`config.mk`:
```
export PLATFORM = sky130hd
export DESIGN_NAME = fractal_sync_initiator
export DESIGN_NICKNAME = d
export VERILOG_FILES = /design/src/rtl/fractal_sync_pkg.sv /design/src/rtl/fractal_sync_timeout_cnt.sv /design/src/rtl/fractal_sync_initiator.sv
export SDC_FILE = /design/constraint.sdc
export NUM_CORES = 1
export LEC_CHECK = 0
export CORE_AREA = 5 5 42 44
export DETAILED_ROUTE_END_ITERATION = 10
export DIE_AREA = 0 0 47 49
export PLACE_DENSITY = 0.61
export SLEW_MARGIN = 30
export SYNTH_ARGS = -nofsm -noshare
export SYNTH_HDL_FRONTEND = slang
export SYNTH_SLANG_ARGS = --single-unit
```
`constraint.sdc`:
```
create_clock -name clk_i -period 2.9 [get_ports clk_i]
set_clock_uncertainty 0.15 [all_clocks]
set_input_delay 0.87 -clock clk_i [delete_from_list [all_inputs] [get_ports clk_i]]
set_output_delay 0.87 -clock clk_i [all_outputs]
set_load 0.005 [all_outputs]
```
`src/rtl/fractal_sync_pkg.sv`:
```
// Shared types and constants for the fractal synchronization tree.
// Contents: source-field constant, initiator FSM states, initiator result codes,
// and a helper that sizes the initiator timeout counter.
package fractal_sync_pkg;

  // Source field carried on every request toward a tree node.
  localparam int unsigned SD_WIDTH = 2;
  localparam logic [SD_WIDTH-1:0] SD_SRC_CORE = SD_WIDTH'(1);

  // Initiator FSM states.
  typedef enum logic [1:0] {
    INIT_IDLE = 2'd0,
    INIT_SEND = 2'd1,
    INIT_WAIT = 2'd2,
    INIT_RESP = 2'd3
  } init_state_e;

  // Completion codes reported back to the core.
  typedef enum logic [1:0] {
    ERR_OK       = 2'd0,
    ERR_NET      = 2'd1,
    ERR_MISMATCH = 2'd2,
    ERR_TIMEOUT  = 2'd3
  } sync_err_e;

  // Counter width for a given timeout.
  // A disabled timeout (0) still gets a legal 1-bit width.
  function automatic int unsigned timeout_cnt_width(input int unsigned cycles);
    return (cycles == 0) ? 1 : $clog2(cycles + 1);
  endfunction

endpackage

```
`src/rtl/fractal_sync_timeout_cnt.sv`:
```
// Clear/enable saturating up-counter with a terminal-count flag.
// Ports: clk_i, rst_i (sync, active-high), clr_i (reset count to 0),
//        en_i (count up, saturating at all-ones), terminal_o (count == TERMINAL).
module fractal_sync_timeout_cnt #(
  parameter int unsigned WIDTH    = 1,
  parameter int unsigned TERMINAL = 0
) (
  input  logic clk_i,
  input  logic rst_i,
  input  logic clr_i,
  input  logic en_i,
  output logic terminal_o
);

  logic [WIDTH-1:0] cnt_q;

  // Clear has priority; saturate instead of wrapping.
  always_ff @(posedge clk_i) begin
    if (rst_i) begin
      cnt_q <= '0;
    end else if (clr_i) begin
      cnt_q <= '0;
    end else if (en_i && (cnt_q != {WIDTH{1'b1}})) begin
      cnt_q <= cnt_q + WIDTH'(1);
    end
  end

  assign terminal_o = (cnt_q == WIDTH'(TERMINAL));

endmodule

```
`src/rtl/fractal_sync_initiator.sv`:
```
// Core-side initiator of the fractal synchronization tree.
// Takes one barrier request from the core, sends it to the leaf node
// (valid/ready), waits for the wake-up, and reports a result code.
// Ports:
//   core_req_i/core_level_i/core_id_i  barrier request from the core
//   core_gnt_o                         request accepted (combinational, IDLE only)
//   core_rsp_valid_o/core_rsp_err_o    one-cycle completion pulse and code
//   req_valid_o/req_ready_i            request handshake toward the node
//   req_level_o/req_id_o/req_sd_o      request payload (latched fields, const source)
//   rsp_valid_i/rsp_level_i/rsp_id_i/rsp_err_i  wake-up from the node
//   stray_rsp_o                        wake-up seen outside WAIT (combinational)
module fractal_sync_initiator
  import fractal_sync_pkg::*;
#(
  parameter int unsigned LEVEL_WIDTH    = 1,
  parameter int unsigned ID_WIDTH       = 1,
  parameter int unsigned TIMEOUT_CYCLES = 0
) (
  input  logic                   clk_i,
  input  logic                   rst_i,
  input  logic                   core_req_i,
  input  logic [LEVEL_WIDTH-1:0] core_level_i,
  input  logic [ID_WIDTH-1:0]    core_id_i,
  output logic                   core_gnt_o,
  output logic                   core_rsp_valid_o,
  output logic [1:0]             core_rsp_err_o,
  output logic                   req_valid_o,
  input  logic                   req_ready_i,
  output logic [LEVEL_WIDTH-1:0] req_level_o,
  output logic [ID_WIDTH-1:0]    req_id_o,
  output logic [SD_WIDTH-1:0]    req_sd_o,
  input  logic                   rsp_valid_i,
  input  logic [LEVEL_WIDTH-1:0] rsp_level_i,
  input  logic [ID_WIDTH-1:0]    rsp_id_i,
  input  logic                   rsp_err_i,
  output logic                   stray_rsp_o
);

  localparam int unsigned CNT_W = timeout_cnt_width(TIMEOUT_CYCLES);

  init_state_e            state_q, state_d;
  logic [LEVEL_WIDTH-1:0] level_q;
  logic [ID_WIDTH-1:0]    id_q;
  sync_err_e              code_q, code_d;
  logic                   done;
  logic                   timeout_hit;

  // Timeout counter: cleared on accept, counts WAIT cycles without a wake-up.
  if (TIMEOUT_CYCLES != 0) begin : g_timeout
    logic cnt_clr;
    logic cnt_en;
    assign cnt_clr = (state_q == INIT_IDLE) && core_req_i;
    assign cnt_en  = (state_q == INIT_WAIT) && !rsp_valid_i;
    fractal_sync_timeout_cnt #(
      .WIDTH    (CNT_W),
      .TERMINAL (TIMEOUT_CYCLES - 1)
    ) u_timeout_cnt (
      .clk_i      (clk_i),
      .rst_i      (rst_i),
      .clr_i      (cnt_clr),
      .en_i       (cnt_en),
      .terminal_o (timeout_hit)
    );
  end else begin : g_no_timeout
    assign timeout_hit = 1'b0;
  end

  // State register.
  always_ff @(posedge clk_i) begin
    if (rst_i) begin
      state_q <= INIT_IDLE;
    end else begin
      state_q <= state_d;
    end
  end

  // Next state, grant, and result code; a wake-up beats a same-cycle timeout.
  always_comb begin
    state_d    = state_q;
    core_gnt_o = 1'b0;
    done       = 1'b0;
    code_d     = ERR_OK;
    if (rsp_err_i) begin
      code_d = ERR_NET;
    end else if ((rsp_level_i != level_q) || (rsp_id_i != id_q)) begin
      code_d = ERR_MISMATCH;
    end
    unique case (state_q)
      INIT_IDLE: begin
        core_gnt_o = core_req_i;
        if (core_req_i) begin
          state_d = INIT_SEND;
        end
      end
      INIT_SEND: begin
        if (req_ready_i) begin
          state_d = INIT_WAIT;
        end
      end
      INIT_WAIT: begin
        if (rsp_valid_i) begin
          done    = 1'b1;
          state_d = INIT_RESP;
        end else if (timeout_hit) begin
          code_d  = ERR_TIMEOUT;
          done    = 1'b1;
          state_d = INIT_RESP;
        end
      end
      INIT_RESP: begin
        state_d = INIT_IDLE;
      end
      default: begin
        state_d = INIT_IDLE;
      end
    endcase
  end

  // Request fields latch on grant; the code latches when WAIT resolves.
  always_ff @(posedge clk_i) begin
    if (rst_i) begin
      level_q <= '0;
      id_q    <= '0;
      code_q  <= ERR_OK;
    end else begin
      if (core_gnt_o) begin
        level_q <= core_level_i;
        id_q    <= core_id_i;
      end
      if (done) begin
        code_q <= code_d;
      end
    end
  end

  assign req_valid_o      = (state_q == INIT_SEND);
  assign core_rsp_valid_o = (state_q == INIT_RESP);
  assign core_rsp_err_o   = core_rsp_valid_o ? code_q : ERR_OK;
  assign req_level_o      = level_q;
  assign req_id_o         = id_q;
  assign req_sd_o         = SD_SRC_CORE;
  assign stray_rsp_o      = rsp_valid_i && (state_q != INIT_WAIT);

endmodule

```
==> out/results.md, run 1 <==
| Stage | Item | This run |
|---|---|---|
| outcome | Status | complete, no violations |
| drt | Initial drt markers | 5 |
| place | Cell Area, Placed | 590.6 sq um |
| die | Count of boundary I/O pins | 20 |
| synth | Flops & latches, synth | 6 |
| sta | Fmax | 0.3680 GHz |
| worst setup path | Worst Path Required | 1.88 ns |
| sta | Fin crit share | 93.71% |
| global route | Residual overflow from global routing | 0 |
| die | Starting utilization of the core area | 28.04% |
| synth | Total standard cell area after synthesis | 392.9 sq um |
| final layout | Number of filler cells placed in the layout | 151 |
| cts | Clock root buffer | clkbuf_4 |
| drt | Vias post-DR | 363 |
| drt | Vias per cell | 4.427 |
| sta | Unrepaired setup endpoints after global routing | false |
| place | GPL Wtd Cong | 0.6130 |
| final layout | Area grow syn2layout | 55.41% |
| global route | Initial antenna violation count | 0 |
| worst setup path | Max stage delay on crit path | 0.47 ns |
| die | Total Die Area | 2303 sq um |
| global route | Via count of the first global-routing pass | 345 |
| drt | Number of iterations in the first detailed-routing pass | 3 |
| global route | Pin count of the biggest net entering global routing | 6 |
| final layout | Layout cells sized above 1 | 15.15% |
| drt | Number of DRC violations after detailed routing | 0 |
| worst setup path | Endpoint class of the critical path | output pin |
| cts | CTS tree | built |
| synth | Sequential cell area fraction in the yosys report | 30.57% |
| cts | # Post-CTS Setup Buffers | 0 |
| drt | Residual antenna-violating net count after detailed routing | 0 |
| final layout | Final Net Count | 82 |
| global route | First-pass GRT wire length | 1345 um |
| sta | Endpoints failing hold | 0 |
| cts | Number of CTS-inserted buffers | 3 |
| die | DIE WIDTH | 47 um |
| drt | Wire per inst | 10.32 um |
| worst setup path | Nature of the critical path startpoint | input port |
| sta | Post-layout minimum cycle time | 2.717 ns |
| worst setup path | Data arrival time of the critical path | 1.70 ns |
| final layout | Post-route design area | 610.6 sq um |
| synth | Synth unique cells | 19 |
| die | Core area | 1401 sq um |
| worst setup path | Max stage delay cell, worst path | clkdlybuf4s50_1 |
| job | Number of max-cap violations | 0 |
| die | Die Height | 49 um |
| final layout | Inserted Diodes | 0 |
| worst setup path | Sequence of cells on the critical path | clkdlybuf4s50_1 -> nand2_1 -> inv_1 -> dlygate4sd2_1 |
| cts | Buffer levels on the longest clock path | 2 |
| worst setup path | Peak fanout along the critical path | 2 |
| power | Leakage power summed over all cells | 0.2561 nW |
| worst hold path | Worst hold path class | reg -> reg |
| cts | Clock-pin slew on the worst setup and hold paths | 0.04 ns |
| place | Buffers on Ports | 17 |
| cts | Level count of the clock H-tree | 1 |
| power | IR drop worst, VDD | 307.7 uV |
| worst setup path | Cell type group with the largest total delay on the critical path | buffers and inverters |
| sta | Max-slew violation total from the final report | 0 |
| die | Placement Rows | 14 |
| power | Post-layout power | 0.4122 mW |
| global route | GR Util All Layers | 8.186% |
| worst setup path | Buffers plus inverters on the worst setup path | 3 |
| drt | Final wirelength | 846 um |
| synth | Synth Warn # | 0 |
| sta | Final setup TNS | 0 ns |
| place | Sum of net half-perimeters after detailed placement | 717.3 um |
| power | Power density normalized to cell area | 675.2 nW/um^2 |
| worst setup path | Category of the most critical setup path | in -> out |
| synth | Instance count of the mapped netlist | 45 |
| cts | Clock insertion delay at the later pin of the skew report | 0.23 ns |
| final layout | Core occupancy in the finished layout | 43.57% |
| synth | Total nets after synthesis | 59 |
| synth | Per-instance average area after synthesis | 8.731 sq um |
| cts | CTS sink count | 6 |
| sta | Number of setup violations in the final report | 0 |
## cells in the final DEF (no fill, tap or decap)
master	netlist	layout
nand2_1	7	7
dfxtp_1	6	6
a21oi_1	3	3
nor2b_1	1	1
clkdlybuf4s50_1	0	15
xnor2_1	2	2
and2_1	2	2
o41ai_1	1	1
buf_4	2	3
conb_1	2	2
inv_1	4	4
o311a_1	1	1
a211o_1	1	1
nor2b_4	2	2
dlygate4sd2_1	0	2
clkbuf_4	0	3
ha_1	4	4
o31ai_2	1	1
nand3_1	3	3
and2b_1	1	1
o311ai_1	1	1
a21oi_2	1	1
## area by class of cell
type	instances	area (sq um)	area share (%)
Tap cell	16	20.02	3.279
Multi-Input combinational cell	33	242.7	39.75
Timing Repair Buffer	20	190.2	31.15
Clock buffer	3	22.52	3.689
Inverter	4	15.01	2.459
Sequential cell	6	120.1	19.67
## state kept, by name, summed over array words and instances (netlist names)
signal and count:
code_q 2, req_id_o 1, req_level_o 1, state_q 2
## synthesized netlist by cell type
cell | n | area share (%)
nand2_1 | 7 | 6.7
dfxtp_1 | 6 | 31
ha_1 | 4 | 13
inv_1 | 4 | 3.8
a21oi_1 | 3 | 3.8
nand3_1 | 3 | 3.8
and2_1 | 2 | 3.2
buf_4 | 2 | 3.8
conb_1 | 2 | 1.9
nor2b_4 | 2 | 7.0
xnor2_1 | 2 | 4.5
a211o_1 | 1 | 2.2
a21oi_2 | 1 | 2.2
and2b_1 | 1 | 1.9
nor2b_1 | 1 | 1.6
o311a_1 | 1 | 2.5
o311ai_1 | 1 | 2.2
o31ai_2 | 1 | 3.2
o41ai_1 | 1 | 2.2
## final timing paths
check,from,to,slack [ns],cells after the start
min,code_q[0],code_q[0],0.30,2
max reg2reg,state_q[0],state_q[1],1.35,5
max,core_req_i,core_gnt_o,0.18,4
min reg2reg,code_q[0],code_q[0],0.30,2
## where the power goes
| part | internal, mW | switching, mW | leakage [nW] |
|---|---|---|---|
| clock network | 0.0466 | 0.0276 | 0.0138 |
| registers | 0.104 | 0.0185 | 0.0491 |
| logic | 0.122 | 0.0926 | 0.193 |
## cells by family after synthesis
| group | share of synthesized area [%] |
|---|---|
| compound gates | 18.47 |
| xor+xnor | 4.459 |
| fa+ha+maj | 12.74 |
| buf+inv | 7.641 |
| flops | 30.57 |
| other cells | 1.912 |
| simple gates | 24.21 |
## layer usage
metal	wire length, um	track usage, %
met1	370	9.735
met3	110	4.428
met5	0	0
met2	352	10.86
met4	13	5.530
## through the flow
stage	std cells	hold slack [ns]	setup WS [ns]
CTS	82	0.3042	0.1750
detailed placement	79	0.2979	-0.08529
global placement	79	0.2948	-0.07812
global route	82	0.3256	0.1382
floorplan	45	0.2757	0.8669
finish	82	0.2994	0.1825
## worst register-to-register path, stage by stage (launching register included)
cell and delay [ns]:
dfxtp_1 0.36, inv_1 0.09, ha_1 0.27, nor2b_4 0.16, o311ai_1 0.28, o41ai_1 0.12
## repair_timing
item	CTS	global route
endpoints found under the setup margin	2	0
hold buffers	0	0
gates resized for setup	2	0
(Power assumes the default switching activity.)
==> run 2: changes to the inputs <==
--- a/config.mk
+++ b/config.mk
@@ -5,9 +5,11 @@
 export SDC_FILE = /design/constraint.sdc
 export NUM_CORES = 1
 export LEC_CHECK = 0
+export ABC_CLOCK_PERIOD_IN_PS = 2900
 export CORE_AREA = 5 5 42 44
 export DETAILED_ROUTE_END_ITERATION = 10
 export DIE_AREA = 0 0 47 49
+export GPL_ROUTABILITY_DRIVEN = 0
 export PLACE_DENSITY = 0.61
 export SLEW_MARGIN = 30
 export SYNTH_ARGS = -nofsm -noshare
==> results of run 2 <==
Final layout, timing and power as in run 1 (identical DEF).
==> run 3: changes to the inputs <==
--- a/config.mk
+++ b/config.mk
@@ -10,6 +10,7 @@
 export DETAILED_ROUTE_END_ITERATION = 10
 export DIE_AREA = 0 0 47 49
 export GPL_ROUTABILITY_DRIVEN = 0
+export HOLD_SLACK_MARGIN = 0.03
 export PLACE_DENSITY = 0.61
 export SLEW_MARGIN = 30
 export SYNTH_ARGS = -nofsm -noshare
==> results of run 3 <==
Final layout, timing and power as in run 1 (identical DEF).
